===== config.mk =====
export PLATFORM = sky130hd
export DESIGN_NAME = dram_cmd_sequencer
export DESIGN_NICKNAME = d
export VERILOG_FILES = /design/src/rtl/dram_cmd_sequencer_pkg.sv /design/src/rtl/dram_cmd_sequencer_wait_timer.sv /design/src/rtl/dram_cmd_sequencer.sv
export SDC_FILE = /design/constraint.sdc
export NUM_CORES = 1
export LEC_CHECK = 0
export BUFFER_PORTS_ARGS = -buffer_cell sky130_fd_sc_hd__buf_2
export CAP_MARGIN = 15
export CORE_MARGIN = 1
export CORE_UTILIZATION = 42
export CTS_CLUSTER_SIZE = 40
export DETAILED_ROUTE_END_ITERATION = 8
export GPL_TIMING_DRIVEN = 0
export PLACE_DENSITY_LB_ADDON = 0.1
export SLEW_MARGIN = 20
export SYNTH_ARGS = -nofsm -noshare
export SYNTH_HDL_FRONTEND = slang
export SYNTH_SLANG_ARGS = --single-unit

===== constraint.sdc =====
create_clock -name clock -period 7.2 [get_ports clock]
set_input_delay 1.44 -clock clock [delete_from_list [all_inputs] [get_ports clock]]
set_output_delay 1.44 -clock clock [all_outputs]
set_load 0.03 [all_outputs]

===== src/rtl/dram_cmd_sequencer_pkg.sv =====
// Shared types and constants for the DDR5 command sequencer.
// Holds the command encodings, the mapped-address layout and the default timings.
package dram_cmd_sequencer_pkg;

  localparam int unsigned T_CMD_DEF   = 2;
  localparam int unsigned T_RCD_DEF   = 78;
  localparam int unsigned T_RTP_DEF   = 36;
  localparam int unsigned T_WRPRE_DEF = 152;
  localparam int unsigned T_RP_DEF    = 78;
  localparam int unsigned T_RFC_DEF   = 590;
  localparam int unsigned CNT_W_DEF   = 10;

  localparam logic [1:0] OP_READ   = 2'd0;
  localparam logic [1:0] OP_WRITE  = 2'd1;
  localparam logic [1:0] OP_IFETCH = 2'd2;

  typedef enum logic [2:0] {
    CMD_ACT0 = 3'd0,
    CMD_ACT1 = 3'd1,
    CMD_RD0  = 3'd2,
    CMD_RD1  = 3'd3,
    CMD_WR0  = 3'd4,
    CMD_WR1  = 3'd5,
    CMD_PRE  = 3'd6,
    CMD_REF  = 3'd7
  } commands;

  typedef struct packed {
    logic [15:0] row;
    logic [5:0]  col_high;
    logic [1:0]  bank;
    logic [2:0]  bank_group;
    logic        channel;
    logic [5:0]  col_low;
  } add_map;

  function automatic add_map address_mapping(input logic [33:0] addr);
    return add_map'(addr);
  endfunction

  // Column address is the 8-bit {col_high, col_low[5:4]} zero-extended.
  function automatic logic [15:0] column_of(input add_map m);
    return {8'd0, m.col_high, m.col_low[5:4]};
  endfunction

endpackage


===== src/rtl/dram_cmd_sequencer_wait_timer.sv =====
// Loadable down-counter that stops at zero and flags it.
module seq_wait_timer #(
  parameter int unsigned CNT_W = 10
) (
  input  logic             i_clk,
  input  logic             i_rst,
  input  logic             i_load,
  input  logic [CNT_W-1:0] i_load_val,
  output logic             o_zero
);

  logic [CNT_W-1:0] r_cnt;

  always_ff @(posedge i_clk) begin
    if (i_rst)               r_cnt <= '0;
    else if (i_load)         r_cnt <= i_load_val;
    else if (r_cnt != '0)    r_cnt <= r_cnt - 1'b1;
  end

  assign o_zero = (r_cnt == '0);

endmodule


===== src/rtl/dram_cmd_sequencer.sv =====
// Issues ACT0/ACT1/RD|WR0/RD|WR1/PRE for one mapped request, or REF, with timing gaps.
// Command outputs are registered, so each command appears the cycle after its transition.
module dram_cmd_sequencer
  import dram_cmd_sequencer_pkg::*;
#(
  parameter int unsigned T_CMD   = T_CMD_DEF,
  parameter int unsigned T_RCD   = T_RCD_DEF,
  parameter int unsigned T_RTP   = T_RTP_DEF,
  parameter int unsigned T_WRPRE = T_WRPRE_DEF,
  parameter int unsigned T_RP    = T_RP_DEF,
  parameter int unsigned T_RFC   = T_RFC_DEF,
  parameter int unsigned CNT_W   = CNT_W_DEF
) (
  input  logic        clock,
  input  logic        reset,
  input  logic        req_valid,
  output logic        req_ready,
  input  logic [1:0]  req_op,
  input  logic [33:0] req_addr,
  input  logic        ref_req,
  output logic        ref_ack,
  output logic        cmd_valid,
  output logic [2:0]  cmd_type,
  output logic        cmd_channel,
  output logic [2:0]  cmd_bg,
  output logic [1:0]  cmd_bank,
  output logic [15:0] cmd_addr,
  output logic        cmd_is_col,
  output logic        done
);

  typedef enum logic [3:0] {
    IDLE, ACT0, ACT1, COL0, COL1, PRE, PRE_WAIT, REF, REF_WAIT
  } state_e;

  localparam logic [CNT_W-1:0] L_CMD   = CNT_W'(T_CMD - 1);
  localparam logic [CNT_W-1:0] L_RCD   = CNT_W'(T_RCD - 1);
  localparam logic [CNT_W-1:0] L_RTP   = CNT_W'(T_RTP - 1);
  localparam logic [CNT_W-1:0] L_WRPRE = CNT_W'(T_WRPRE - 1);
  localparam logic [CNT_W-1:0] L_RP    = CNT_W'(T_RP - 1);
  localparam logic [CNT_W-1:0] L_RFC   = CNT_W'(T_RFC - 1);

  state_e           r_state, w_next;
  commands          w_cmd;
  logic             w_issue, w_done, w_ack, w_accept, w_zero;
  logic [CNT_W-1:0] w_load_val;
  add_map           w_map, r_map, w_src;
  logic             r_wr;

  assign w_map     = address_mapping(req_addr);
  assign req_ready = (r_state == IDLE) && !ref_req;
  assign w_accept  = req_ready && req_valid;
  assign w_src     = (r_state == IDLE) ? w_map : r_map;

  seq_wait_timer #(.CNT_W(CNT_W)) u_timer (
    .i_clk      (clock),
    .i_rst      (reset),
    .i_load     (w_issue),
    .i_load_val (w_load_val),
    .o_zero     (w_zero)
  );

  always_ff @(posedge clock) begin
    if (reset) r_state <= IDLE;
    else       r_state <= w_next;
  end

  always_comb begin
    w_next     = r_state;
    w_issue    = 1'b0;
    w_cmd      = CMD_ACT0;
    w_load_val = '0;
    w_done     = 1'b0;
    w_ack      = 1'b0;
    unique case (r_state)
      IDLE: begin
        if (ref_req) begin
          w_next = REF; w_issue = 1'b1; w_cmd = CMD_REF; w_load_val = L_RFC; w_ack = 1'b1;
        end else if (req_valid) begin
          w_next = ACT0; w_issue = 1'b1; w_cmd = CMD_ACT0; w_load_val = L_CMD;
        end
      end
      ACT0: if (w_zero) begin
        w_next = ACT1; w_issue = 1'b1; w_cmd = CMD_ACT1; w_load_val = L_RCD;
      end
      ACT1: if (w_zero) begin
        w_next = COL0; w_issue = 1'b1; w_cmd = r_wr ? CMD_WR0 : CMD_RD0; w_load_val = L_CMD;
      end
      COL0: if (w_zero) begin
        w_next = COL1; w_issue = 1'b1; w_cmd = r_wr ? CMD_WR1 : CMD_RD1;
        w_load_val = r_wr ? L_WRPRE : L_RTP;
      end
      COL1: if (w_zero) begin
        w_next = PRE; w_issue = 1'b1; w_cmd = CMD_PRE; w_load_val = L_RP;
      end
      // A gap of 1 expires in the issue state itself, so it may retire directly.
      PRE:      if (w_zero) begin w_next = IDLE; w_done = 1'b1; end else w_next = PRE_WAIT;
      PRE_WAIT: if (w_zero) begin w_next = IDLE; w_done = 1'b1; end
      REF:      if (w_zero) begin w_next = IDLE; w_done = 1'b1; end else w_next = REF_WAIT;
      REF_WAIT: if (w_zero) begin w_next = IDLE; w_done = 1'b1; end
      default:  w_next = IDLE;
    endcase
  end

  always_ff @(posedge clock) begin
    if (reset) begin
      r_map <= '0;
      r_wr  <= 1'b0;
    end else if (w_accept) begin
      r_map <= w_map;
      r_wr  <= (req_op == OP_WRITE);
    end
  end

  always_ff @(posedge clock) begin
    if (reset) begin
      cmd_valid   <= 1'b0;
      ref_ack     <= 1'b0;
      done        <= 1'b0;
      cmd_type    <= CMD_ACT0;
      cmd_channel <= 1'b0;
      cmd_bg      <= '0;
      cmd_bank    <= '0;
      cmd_addr    <= '0;
      cmd_is_col  <= 1'b0;
    end else begin
      cmd_valid <= w_issue;
      ref_ack   <= w_ack;
      done      <= w_done;
      if (w_issue) begin
        cmd_type <= w_cmd;
        if (w_cmd != CMD_REF) begin
          cmd_channel <= w_src.channel;
          cmd_bg      <= w_src.bank_group;
          cmd_bank    <= w_src.bank;
        end
        unique case (w_cmd)
          CMD_ACT0, CMD_ACT1: begin cmd_addr <= w_src.row;        cmd_is_col <= 1'b0; end
          CMD_PRE, CMD_REF:   begin cmd_addr <= '0;               cmd_is_col <= 1'b0; end
          default:            begin cmd_addr <= column_of(w_src); cmd_is_col <= 1'b1; end
        endcase
      end
    end
  end

endmodule


* Word-level counts from Yosys, hierarchy flattened
Cells that the tools add are included.
Storage, ports and cells: bits in registers 78, bits of input ports 40, output and inout port bits 30, logic and storage cells 94
Cells by class: $add $sub $neg 1, eq/ne operators 19, mux-type cells 35, bitwise gates (word level) 2, reduce and logical (&&, ||, !) cells 19
Operators by type and width (count):
- $pmux W10 S4 | 1
- $mux W34 | 1
- $mux W4 | 8
- $pmux W16 S2 | 1
- $pmux W4 S8 | 1
- $mux W10 | 3
- $mux W3 | 7
- $eq A4 B3 Y1 const B | 4
- $mux W8 | 2
- $pmux W3 S5 | 1
- $reduce_or A2 Y1 | 6
- $reduce_or A4 Y1 | 3
- $logic_not A10 Y1 | 1
- $ne A2 B1 Y1 const B | 5
- $reduce_bool A10 Y1 | 1
- $sub A10 B1 Y10 const B | 1
- $eq A4 B2 Y1 const B | 2
- $mux W1 | 8
- $mux W7 | 1
- $eq A3 B3 Y1 const B | 2
- $ne A3 B3 Y1 const B | 2
- $reduce_and A6 Y1 | 1
- $eq A4 B1 Y1 const B | 1
- $eq A4 B4 Y1 const B | 1
- other kinds (10) | 12

* Longest topological paths before layout
depth in word-level cells 6, gate-level depth with buffers 11

* Cells and area by module
Synthesis repeated with hierarchy kept, for this count alone.
Unflattened totals: cell total of the unflattened synthesis 410, area total of the unflattened synthesis 3617.2 um2
Modules (own cells, without submodules):
- dram_cmd_sequencer | instances 1, cells an instance 337, area an instance 3010.4 um2, seq. area each 1281.2 um2
- seq_wait_timer | instances 1, cells an instance 73, area an instance 606.8 um2, seq. area each 200.2 um2

* Worst setup path after synthesis
Ideal clock, no wire load.
path kind input -> output, start in ref_req, end out req_ready, arrival time 2024 ps, required time 5760 ps, path slack 3736 ps, cell stages on the path 2, path through clkbuf_1 nor2_1
On the way: longest elaborated chain between the ends 2
RTL lines:
- from (decl) | line dram_cmd_sequencer.sv:20 | input logic ref_req,
- $logic_not A1 Y1 | line dram_cmd_sequencer.sv:51 | assign req_ready = (r_state == IDLE) && !ref_req;
- $logic_and A1 B1 Y1 | line dram_cmd_sequencer.sv:51
- to (decl) | line dram_cmd_sequencer.sv:17 | output logic req_ready,
No other way between the ends.

* Worst setup path in the final report
Same ends and word-level chain as after synthesis.

==> reports/results.ini <==
[sta]
maxSlewViolCount=0
fin_skew_ps=11.0
whs_ps=456
rsz0062_at_grt=no
hold_viol=0
fin_crit_ps=3730
fin_crit_sh_pct=51.8
setup-tns-final_ps=0
setup_viol_count_final=0
maxSlewHeadroom_pct=53.1
worst_pin_slew_ps=704
fmax_mhz=268

[detailed_routing]
drt_drc_violations_left=0
dr.pass1.iters=5
via_count=3470
drtAntennaViolNets=0
finalWirelength_mm=10.5
avgRoutedWirePerCell_microns=17.2
via_per_inst=5.65
drtIter0Drc=238

[synth]
yosysTopAreaCell=dfxtp_1
syn_inst=428
yosys_warnings=0
synth_edf_count=0
synth.area.top_cells=dfxtp_1, nand2_1, a21oi_1, mux2i_1, a221oi_1
syn_nets=471
synthArstFlopShare_pct=0
synth.avg_cell_area_sq_um=8.58
ys_ff_latch=74
ys_types=57
ys.flop_type=dfxtp_1
seq_area_frac_synth_pct=40.3
netlist.area_leader.share_pct=40.3
syn-cell-area_sq_um=3670

[clock_network]
clk_path_buf_depth=2
cts_setup_buffers=0
postCtsResizedCells=0
clk_pin_slew_ps=70
clockRootBuffer=clkbuf_8
h-tree-depth=3
cts_tree=built
numClockSinks=74
cts_hold_buf=0
worstSkewPairLatency_ps=350
tritoncts.num_buffers=9

[critical_path]
cp_max_fo=10
crit_required_ps=5760
setup.worst_path.end_class=output pin
critical_path_class=primary input to output pin
crit_arrival_ps=2290
cp-start-kind=primary input

[pwr]
swShare_pct=44.9
clockPowerShare_pct=16.6
p_leak_nw=1.74
comb_power_share_pct=53.6
design_power_total_w=0.00195
powerDensity_nw_per_um2=450
p_int_w=0.00107
peakVddDrop_mv=0.183
seqPwrFrac_pct=29.8
p_sw_w=0.000874

[floorplan]
design.die.area_sq_um=9120
start_util_pct=44.0
die_h_microns=95.5
ios=70
core_area_sq_um=8340
rows=33
die_x_microns=95.5

[global_routing]
grt_pass1_wl_mm=16.7
antenna_found_initial=0
first_global_vias=3264
grt_max_degree=14
gr-total-overflow=0
track_usage_pct=24.8

[run]
cap_violations=0

[layout]
fin_util_pct=51.9
n_antenna_cell=0
nets=547
area_growth_pct=17.8
final_layout_size_suffix_gt1_share_pct=24.8
final_cells=614

[hold_path]
hold_path.class=flip-flop to flip-flop

[placed_design]
place_congestion=0.859
dp.cells=598
place_hpwl_mm=7.47
io_buffer_count=65

[run_status]
status=finished clean

worst paths after layout:
path                 end  cells after the start  slack (ps)        from
min reg2reg     r_map[6]                      2         460    r_map[6]
max reg2reg  cmd_addr[1]                     11        3810  r_state[0]
max            req_ready                      4        3470     ref_req
min             r_map[6]                      2         460    r_map[6]
Yosys cell counts, types with 2 or more instances:
master	number
nor3b_1	3
mux2_2	14
dfxtp_1	74
o41ai_1	2
o211ai_1	2
nand2_1	77
inv_1	11
o21ai_0	12
o21a_1	6
clkbuf_1	14
xnor2_1	4
buf_2	15
a211oi_1	4
a21oi_1	43
nor2b_1	2
o2bb2ai_1	2
a221oi_1	18
or4_1	3
o31a_1	3
nand4b_1	2
nand3b_1	5
nand3_1	3
and3_1	2
ha_1	3
a221o_1	2
nor3_2	2
or3_1	9
buf_4	4
nor3_1	5
nor2_1	17
a2bb2oi_1	7
a311o_1	2
nand2b_1	15
mux2i_1	18
cell type report:
class                           count  area, sq um
Fill cell                         858         4010
Multi-Input combinational cell    310         2000
Sequential cell                    74         1480
Timing Repair Buffer               65          325
Buffer                             33          158
Tap cell                          105          131
Clock buffer                       10          128
Clock inverter                      6         65.1
Inverter                           11         41.3
cell families after synthesis:
family / count (synthesis) / share of synthesized area (%)
simple gates: 157 / 21.8
flops: 74 / 40.3
mux: 32 / 9.20
xor+xnor: 4 / 0.954
fa+ha+maj: 3 / 1.02
compound gates: 114 / 21.3
buf+inv: 44 / 5.42
per-layer routing:
metal | global-route usage [%] | wire (microns) | vias up | part of all wire (%)
met4 | 7.09 | 65 | 0 | 0.62
met3 | 7.10 | 624 | 6 | 5.9
met1 | 33.3 | 4960 | 1648 | 47
met2 | 38.5 | 4890 | 126 | 46
met5 | 0 | 0 | - | 0
li1 | - | - | 1690 | -
sequential cells by signal, summed over array words and instances (netlist names):
signal and cells:
cmd_bg 3, cmd_is_col 1, r_map 30, r_state 4, cmd_valid 1, cmd_addr 16, done 1, r_wr 1
cmd_channel 1, u_timer.r_cnt 10, ref_ack 1, cmd_bank 2, cmd_type 3
critical path, stage by stage:
cell and delay, ps:
buf_2 150, clkbuf_1 410, nor2_1 90, buf_2 190
per-stage QoR:
stage | instance area [sq um] | worst slack [ps]
finish | 4330 | 3470
CTS | 4320 | 3210
global route | 4330 | 3230
global placement | 4130 | 2860
detailed placement | 4130 | 2820
floorplan | 3670 | 3740
power by group through the flow:
| stage | clock network, W | registers (W) | logic, W |
|---|---|---|---|
| final | 0.000323 | 0.000581 | 0.00104 |
| after global routing | 0.000360 | 0.000592 | 0.00113 |
| after CTS | 0.000336 | 0.000580 | 0.00103 |
| after detailed placement | 0 | 0.000587 | 0.00103 |
| after global placement | 0 | 0.000583 | 0.00102 |
| after floorplan | 0 | 0.000663 | 0.000682 |
layout by cell type (no fill, tap or decap), drive strengths merged, types with 3 or more instances in the layout:
cell and n:
buf 84, o21ai 13, inv 13, nor3 7, nand3 3, o21a 6, xnor2 4, ha 3
o31a 3, clkbuf 24, or4 4, a2bb2oi 7, a211oi 4, a221oi 19, nor2 18, mux2i 18
a21oi 44, or3 9, nand3b 5, nor3b 4, nand2 77, mux2 14, dfxtp 74, nand2b 15
nor4 3
Note: power is estimated with default switching activity, not from simulation.
